==> config.mk <==
export PLATFORM = sky130hd
export DESIGN_NAME = mmio_io_ctrl_flat
export DESIGN_NICKNAME = d
export VERILOG_FILES = /design/src/rtl/mmio_pkg.sv /design/src/rtl/mmio_io_ctrl_if.sv /design/src/rtl/mmio_debounce.sv /design/src/rtl/mmio_io_ctrl.sv /design/src/flat_wrapper.sv
export SDC_FILE = /design/constraint.sdc
export NUM_CORES = 1
export LEC_CHECK = 0
export CAP_MARGIN = 30
export CORE_UTILIZATION = 40
export CTS_BUF_LIST = sky130_fd_sc_hd__clkbuf_4
export DETAILED_ROUTE_END_ITERATION = 8
export PLACE_DENSITY = 0.75
export SLEW_MARGIN = 20
export SYNTH_ARGS = -nofsm -noshare
export SYNTH_HDL_FRONTEND = slang
export SYNTH_SLANG_ARGS = --single-unit
==> constraint.sdc <==
create_clock -name clk -period 4.7 [get_ports clk]
set_input_delay 0.94 -clock clk [delete_from_list [all_inputs] [get_ports clk]]
set_output_delay 0.94 -clock clk [all_outputs]
set_load 0.005 [all_outputs]
==> src/rtl/mmio_pkg.sv <==
// Shared constants for the memory-mapped I/O block: register map, status bit layout, miss value.
package mmio_pkg;

    localparam logic [15:0] MMIO_KDATA = 16'hFFF0;
    localparam logic [15:0] MMIO_SDATA = 16'hFFF2;
    localparam logic [15:0] MMIO_KCTRL = 16'hFFF4;
    localparam logic [15:0] MMIO_SCTRL = 16'hFFF6;
    localparam logic [15:0] MMIO_HEX   = 16'hFFF8;
    localparam logic [15:0] MMIO_LEDR  = 16'hFFFA;
    localparam logic [15:0] MMIO_LEDG  = 16'hFFFC;
    localparam logic [15:0] MMIO_TCNT  = 16'hFFFE;
    localparam logic [15:0] MMIO_DEAD  = 16'hDEAD;

    localparam int unsigned RDY_BIT = 0;
    localparam int unsigned OVR_BIT = 1;

    typedef struct packed {
        logic ovr;
        logic rdy;
    } mmio_stat_t;

    // Priority: software clears, then RE clear, then a new accepted value sets (set wins).
    function automatic mmio_stat_t stat_next(input mmio_stat_t cur, input logic wr_clr,
                                             input logic [1:0] wbits, input logic rd_clr,
                                             input logic chg);
        mmio_stat_t nxt;
        nxt = cur;
        if (wr_clr) begin
            nxt.rdy = cur.rdy & wbits[RDY_BIT];
            nxt.ovr = cur.ovr & wbits[OVR_BIT];
        end
        if (rd_clr) nxt.rdy = 1'b0;
        if (chg) begin
            nxt.rdy = 1'b1;
            if (cur.rdy) nxt.ovr = 1'b1;
        end
        return nxt;
    endfunction

endpackage

==> src/rtl/mmio_io_ctrl_if.sv <==
// CPU data-memory side bus of the I/O block; master = CPU, slave = mmio_io_ctrl.
interface mmio_io_ctrl_if #(
    parameter int unsigned DBITS = 16
);
    logic [DBITS-1:0] ADDR;
    logic [DBITS-1:0] WDATA;
    logic             WE;
    logic             RE;
    logic [DBITS-1:0] DOUT;
    logic             SEL;

    modport master (output ADDR, output WDATA, output WE, output RE, input DOUT, input SEL);
    modport slave  (input ADDR, input WDATA, input WE, input RE, output DOUT, output SEL);
endinterface

==> src/rtl/mmio_debounce.sv <==
// Two-flop synchroniser plus stability counter; accepts a new value after CYC steady cycles
// and emits a one-cycle 'changed' pulse coincident with the load.
module mmio_debounce #(
    parameter int unsigned WIDTH = 4,
    parameter int unsigned CYC   = 4
) (
    input  logic             clk,
    input  logic             reset,
    input  logic [WIDTH-1:0] din,
    output logic [WIDTH-1:0] value,
    output logic             changed
);
    localparam int unsigned CW = (CYC > 2) ? $clog2(CYC) : 1;

    logic [WIDTH-1:0] s1, s2, s3;
    logic [CW-1:0]    cnt;
    logic             stable_new;
    logic             hit;

    // s3 is the synced value from the previous cycle; any change restarts the count.
    assign stable_new = (s2 != value) && (s2 == s3);
    assign hit        = stable_new && (cnt == CW'(CYC - 2));
    assign changed    = hit;

    always_ff @(posedge clk or posedge reset) begin
        if (reset) begin
            s1    <= '0;
            s2    <= '0;
            s3    <= '0;
            cnt   <= '0;
            value <= '0;
        end else begin
            s1 <= din;
            s2 <= s1;
            s3 <= s2;
            if (!stable_new || hit) cnt <= '0;
            else                    cnt <= cnt + 1'b1;
            if (hit) value <= s2;
        end
    end

endmodule

==> src/rtl/mmio_io_ctrl.sv <==
// Memory-mapped I/O for the 16-bit CPU: HEX/LEDR/LEDG outputs, debounced KEY/SW with status.
// Optional timer register at FFFE when MMIO_TIMER_EN is defined.
module mmio_io_ctrl
    import mmio_pkg::*;
#(
    parameter int unsigned DBITS        = 16,
    parameter int unsigned DEBOUNCE_CYC = 500000,
    parameter int unsigned TICK_CYC     = 50000
) (
    input  logic                clk,
    input  logic                reset,
    mmio_io_ctrl_if.slave       bus,
    input  logic [3:0]          KEY_IN,
    input  logic [9:0]          SW_IN,
    output logic [15:0]         HEX_OUT,
    output logic [9:0]          LEDR_OUT,
    output logic [7:0]          LEDG_OUT
);
    if (DEBOUNCE_CYC < 2 || TICK_CYC < 1 || DBITS < 16) begin : g_bad_cfg
        $error("mmio_io_ctrl: unsupported parameter combination");
    end

    logic [3:0] kdata;
    logic [9:0] sdata;
    logic       k_chg, s_chg;
    mmio_stat_t kstat, sstat;

    // Keys are inverted before synchronising, so a cleared synchroniser means "released".
    mmio_debounce #(.WIDTH(4), .CYC(DEBOUNCE_CYC)) u_key (
        .clk(clk), .reset(reset), .din(~KEY_IN), .value(kdata), .changed(k_chg)
    );
    mmio_debounce #(.WIDTH(10), .CYC(DEBOUNCE_CYC)) u_sw (
        .clk(clk), .reset(reset), .din(SW_IN), .value(sdata), .changed(s_chg)
    );

`ifdef MMIO_TIMER_EN
    localparam int unsigned PW = (TICK_CYC > 1) ? $clog2(TICK_CYC) : 1;
    logic [15:0]   tcnt;
    logic [PW-1:0] pre;

    always_ff @(posedge clk or posedge reset) begin
        if (reset) begin
            tcnt <= '0;
            pre  <= '0;
        end else if (bus.WE && bus.ADDR == DBITS'(MMIO_TCNT)) begin
            tcnt <= bus.WDATA[15:0];
            pre  <= '0;
        end else if (pre == PW'(TICK_CYC - 1)) begin
            tcnt <= tcnt + 1'b1;
            pre  <= '0;
        end else begin
            pre <= pre + 1'b1;
        end
    end
`endif

    always_comb begin
        bus.SEL  = 1'b1;
        bus.DOUT = '0;
        case (bus.ADDR)
            DBITS'(MMIO_KDATA): bus.DOUT = DBITS'(kdata);
            DBITS'(MMIO_SDATA): bus.DOUT = DBITS'(sdata);
            DBITS'(MMIO_KCTRL): bus.DOUT = DBITS'(kstat);
            DBITS'(MMIO_SCTRL): bus.DOUT = DBITS'(sstat);
            DBITS'(MMIO_HEX):   bus.DOUT = DBITS'(HEX_OUT);
            DBITS'(MMIO_LEDR):  bus.DOUT = DBITS'(LEDR_OUT);
            DBITS'(MMIO_LEDG):  bus.DOUT = DBITS'(LEDG_OUT);
`ifdef MMIO_TIMER_EN
            DBITS'(MMIO_TCNT):  bus.DOUT = DBITS'(tcnt);
`endif
            default: begin
                bus.SEL  = 1'b0;
                bus.DOUT = DBITS'(MMIO_DEAD);
            end
        endcase
    end

    always_ff @(posedge clk or posedge reset) begin
        if (reset) begin
            HEX_OUT  <= '0;
            LEDR_OUT <= '0;
            LEDG_OUT <= '0;
            kstat    <= '0;
            sstat    <= '0;
        end else begin
            if (bus.WE) begin
                case (bus.ADDR)
                    DBITS'(MMIO_HEX):  HEX_OUT  <= bus.WDATA[15:0];
                    DBITS'(MMIO_LEDR): LEDR_OUT <= bus.WDATA[9:0];
                    DBITS'(MMIO_LEDG): LEDG_OUT <= bus.WDATA[7:0];
                    default: ;
                endcase
            end
            kstat <= stat_next(kstat, bus.WE && bus.ADDR == DBITS'(MMIO_KCTRL), bus.WDATA[1:0],
                               bus.RE && bus.ADDR == DBITS'(MMIO_KDATA), k_chg);
            sstat <= stat_next(sstat, bus.WE && bus.ADDR == DBITS'(MMIO_SCTRL), bus.WDATA[1:0],
                               bus.RE && bus.ADDR == DBITS'(MMIO_SDATA), s_chg);
        end
    end

endmodule

==> src/flat_wrapper.sv <==
// flat-port wrapper written by rule: the top's interface ports become plain ports
module mmio_io_ctrl_flat import mmio_pkg::*;
#(
    parameter int unsigned DBITS        = 16,
    parameter int unsigned DEBOUNCE_CYC = 500000,
    parameter int unsigned TICK_CYC     = 50000
)
  (clk, reset, KEY_IN, SW_IN, HEX_OUT, LEDR_OUT, LEDG_OUT, bus_ADDR, bus_WDATA, bus_WE, bus_RE, bus_DOUT, bus_SEL);
  mmio_io_ctrl_if #(.DBITS(DBITS)) bus_i ();
  input  logic clk;
  input  logic reset;
  input  logic [3:0] KEY_IN;
  input  logic [9:0] SW_IN;
  output logic [15:0] HEX_OUT;
  output logic [9:0] LEDR_OUT;
  output logic [7:0] LEDG_OUT;
  input wire logic [$bits(bus_i.ADDR)-1:0] bus_ADDR;
  input wire logic [$bits(bus_i.WDATA)-1:0] bus_WDATA;
  input wire logic [$bits(bus_i.WE)-1:0] bus_WE;
  input wire logic [$bits(bus_i.RE)-1:0] bus_RE;
  output wire logic [$bits(bus_i.DOUT)-1:0] bus_DOUT;
  output wire logic [$bits(bus_i.SEL)-1:0] bus_SEL;
  assign bus_i.ADDR = bus_ADDR;
  assign bus_i.WDATA = bus_WDATA;
  assign bus_i.WE = bus_WE;
  assign bus_i.RE = bus_RE;
  assign bus_DOUT = bus_i.DOUT;
  assign bus_SEL = bus_i.SEL;
  mmio_io_ctrl #(.DBITS(DBITS), .DEBOUNCE_CYC(DEBOUNCE_CYC), .TICK_CYC(TICK_CYC)) u_core (.clk(clk), .reset(reset), .bus(bus_i), .KEY_IN(KEY_IN), .SW_IN(SW_IN), .HEX_OUT(HEX_OUT), .LEDR_OUT(LEDR_OUT), .LEDG_OUT(LEDG_OUT));
endmodule
==> impl_metrics.env <==
export IMPL_cts_resized=0
export IMPL_maxCapViolCount=0
export IMPL_synth_area_sq_mm=0.00577
export IMPL_place_area_sq_mm=0.00699
export IMPL_path_class="in -> out"
export IMPL_critical_path_required_ps=3760
export IMPL_critPathSlowestCell="or4_4"
export IMPL_clock_skew_final_ps=16.8
export IMPL_cp_cell_sequence="clkdlybuf4s50_1, nand4_1, or4_4, or3_1, nor2_1, a221o_1, clkdlybuf4s50_1"
export IMPL_clock_root_buffer="clkbuf_4"
export IMPL_cp_max_fo=8
export IMPL_finalSetupViolCount=0
export IMPL_cpPeakStageDelay_ps=610
export IMPL_wl_microns=11700
export IMPL_core_area_sq_mm=0.0140
export IMPL_grt_pass1_wl_microns=19600
export IMPL_finalCriticalPeriod_ps=4260
export IMPL_synth_ff_type="dfrtp_1"
export IMPL_detail_route_vias_per_cell=5.09
export IMPL_antenna_cells=0
export IMPL_num_vias=3994
export IMPL_fmax_ghz=0.235
export IMPL_syn2layout_area_growth_pct=26.8
export IMPL_die_width_microns=122
export IMPL_post_drt_wl_per_cell_microns=14.9
export IMPL_dpl_hpwl_microns=8580
export IMPL_hp_class="reg -> reg"
export IMPL_ir_drop_mv=0.135
export IMPL_ant_nets=0
export IMPL_post_cts_buffers=0
export IMPL_cts_made_buffers=17
export IMPL_critPathCaptureType="output port"
export IMPL_drc=0
export IMPL_cts_max_path_buffers=2
export IMPL_yosys_warnings=0
export IMPL_initial_core_util_pct=41.3
export IMPL_relSlewSlack_pct=46.4
export IMPL_antenna_found_initial=0
export IMPL_grt_usage_pct=17.0
export IMPL_synth_area_per_cell_sq_um=12.0
export IMPL_chipHeight_microns=122
export IMPL_slew_viol_final=0
export IMPL_path_clk_slew_ps=100
export IMPL_routabilityCongestion=0.838
export IMPL_drive_gt1_share_pct=15.4
export IMPL_grt_pass1_vias=3974
export IMPL_finalInstanceArea_sq_mm=0.00732
export IMPL_ctsHtreeMaxLevel=4
export IMPL_die_area_sq_mm=0.0149
export IMPL_cellPowerDensity_mw_per_mm2=287
export IMPL_cp_common_cell="clkdlybuf4s50_1"
export IMPL_grt_max_degree=73
export IMPL_synth_edf_count=0
export IMPL_ios=101
export IMPL_grt_setup_unrepaired="false"
export IMPL_cts_tree="yes"
export IMPL_power_mw=2.10
export IMPL_placementRows=43
export IMPL_gr_total_overflow=0
export IMPL_crit_arrival_ps=3320
export IMPL_worstMarginPinSlew_ps=799
export IMPL_hold_viol=0
export IMPL_async_flop_share_pct=100
export IMPL_synth_distinct_cells=47
export IMPL_synthCells=481
export IMPL_synth_nets=535
export IMPL_fin_crit_sh_pct=90.5
export IMPL_ys_seq_area_share_pct=57.2
export IMPL_leakage_nw=3.21
export IMPL_synth_seq_cells=132
export IMPL_setup_tns_final_ps=0
export IMPL_clk_latency_ps=530
export IMPL_crit_path_start_kind="primary input"
export IMPL_first_pass_iters=5
export IMPL_cts_hold_fix_buffers=0
export IMPL_nets=647
export IMPL_clock_sinks=132
export IMPL_portBuffers=100
export IMPL_drt_initial_drc_count=328
export IMPL_status="finished, final reports clean"
==> final cells by class <==
type	count	area [sq um]
Clock inverter	14	186
Clock buffer	17	128
Sequential cell	132	3300
Timing Repair Buffer	106	1070
Tap cell	180	225
Inverter	19	73.8
Fill cell	1210	6670
Multi-Input combinational cell	317	2330
==> flip-flops by register name, indices dropped and copies added (netlist names) <==
name and count:
u_core.LEDR_OUT 10, u_core.u_key.value 4, u_core.u_key.s3 4, u_core.u_sw.s2 10, u_core.u_sw.value 10, u_core.u_key.s1 4
u_core.HEX_OUT 16, u_core.u_sw.s3 10, u_core.u_sw.s1 10, u_core.u_sw.cnt 19, u_core.sstat 2, u_core.kstat 2
u_core.u_key.s2 4, u_core.LEDG_OUT 8, u_core.u_key.cnt 19
==> critical path, delay by kind of cell <==
family	cells	cell delay, ps
compound gates	1	120
simple gates	4	1300
buf+inv	2	950
==> Yosys cell counts, types with 7 or more instances <==
| cell | number | area share, % |
|---|---|---|
| mux2i_1 | 11 | 1.9 |
| nand3_1 | 19 | 1.6 |
| dfrtp_1 | 132 | 57 |
| xor2_1 | 29 | 4.4 |
| o21ai_0 | 7 | 0.61 |
| clkbuf_1 | 9 | 0.59 |
| nor2_1 | 54 | 3.5 |
| inv_1 | 19 | 1.2 |
| and3_1 | 8 | 0.87 |
| mux2_2 | 40 | 7.8 |
| xnor2_1 | 28 | 4.2 |
| nand4_1 | 15 | 1.6 |
| a21oi_1 | 8 | 0.69 |
| mux2_4 | 10 | 2.6 |
| nand2_1 | 28 | 1.8 |
| nor4_1 | 9 | 0.98 |
==> through the flow <==
step	instances	hold slack, ps	setup WS [ps]	utilization, %
finish	785	359	445	52.3
global route	785	374	376	52.3
CTS	784	363	446	52.2
detailed placement	753	336	447	49.9
global placement	753	332	499	49.9
floorplan	481	331	234	-
==> logic make-up (layout without fill, tap and decap cells) <==
logic type      count (synthesis)  count (layout)  share of synthesized area, %
compound gates                 31              31                          3.66
xor+xnor                       57              57                          8.65
fa+ha+maj                       4               4                         0.867
buf+inv                        32             156                          2.34
flops                         132             132                          57.2
mux                            62              62                          12.7
simple gates                  163             163                          14.5
==> report_power, final <==
part / leakage, nW / total [mW] / internal, mW / switching, mW
combinational: 1.33 / 0.112 / 0.0592 / 0.0531
clock: 0.159 / 0.824 / 0.416 / 0.407
sequential: 1.73 / 1.17 / 1.15 / 0.0145
==> routing by layer <==
layer	wire [microns]	global-route usage, %	vias up
li1	-	-	1904
met1	5370	22.6	1942
met2	5460	26.7	132
met3	692	4.26	16
met4	171	6.78	0
met5	0	0	-
==> placed cells by master, fill, tap and decap left out, types with 2 or more instances in the layout <==
cell / netlist / routed
and4_1: 3 / 3
mux2_2: 40 / 40
bufinv_16: 0 / 4
nand4_1: 15 / 15
nor3_1: 5 / 5
clkbuf_4: 0 / 17
clkinv_2: 0 / 2
clkinvlp_4: 0 / 3
and2_1: 2 / 2
clkinv_4: 0 / 2
buf_12: 0 / 2
nor4_1: 9 / 9
ha_1: 4 / 4
a21oi_1: 8 / 8
buf_4: 0 / 4
o21ai_0: 7 / 7
nor2_1: 54 / 54
or3_1: 2 / 2
o221ai_1: 4 / 4
nor2b_1: 4 / 4
mux2i_1: 11 / 11
nand2_1: 28 / 28
clkdlybuf4s50_1: 0 / 100
xor2_1: 29 / 29
mux2_4: 10 / 10
inv_1: 19 / 18
dfrtp_1: 132 / 132
a221o_1: 3 / 3
o22ai_1: 3 / 3
nand3_1: 19 / 19
xnor2_1: 28 / 28
and3_1: 8 / 8
clkinv_1: 0 / 2
nor4b_1: 2 / 2
==> final timing paths <==
check,startpoint,end,slack (ps),depth (start not counted)
hold / removal,u_core.u_sw.s1[3],u_core.u_sw.s2[3],360,0
hold reg to reg,u_core.u_sw.s1[3],u_core.u_sw.s2[3],360,0
min in group asynchronous,reset,u_core.u_key.cnt[13],760,2
max in group asynchronous,reset,u_core.u_sw.value[4],3030,4
setup reg to reg,u_core.u_sw.cnt[0],u_core.u_sw.value[4],2490,7
setup / recovery,bus_ADDR[9],bus_DOUT[6],440,7
Note: power is estimated with default switching activity, not from simulation.
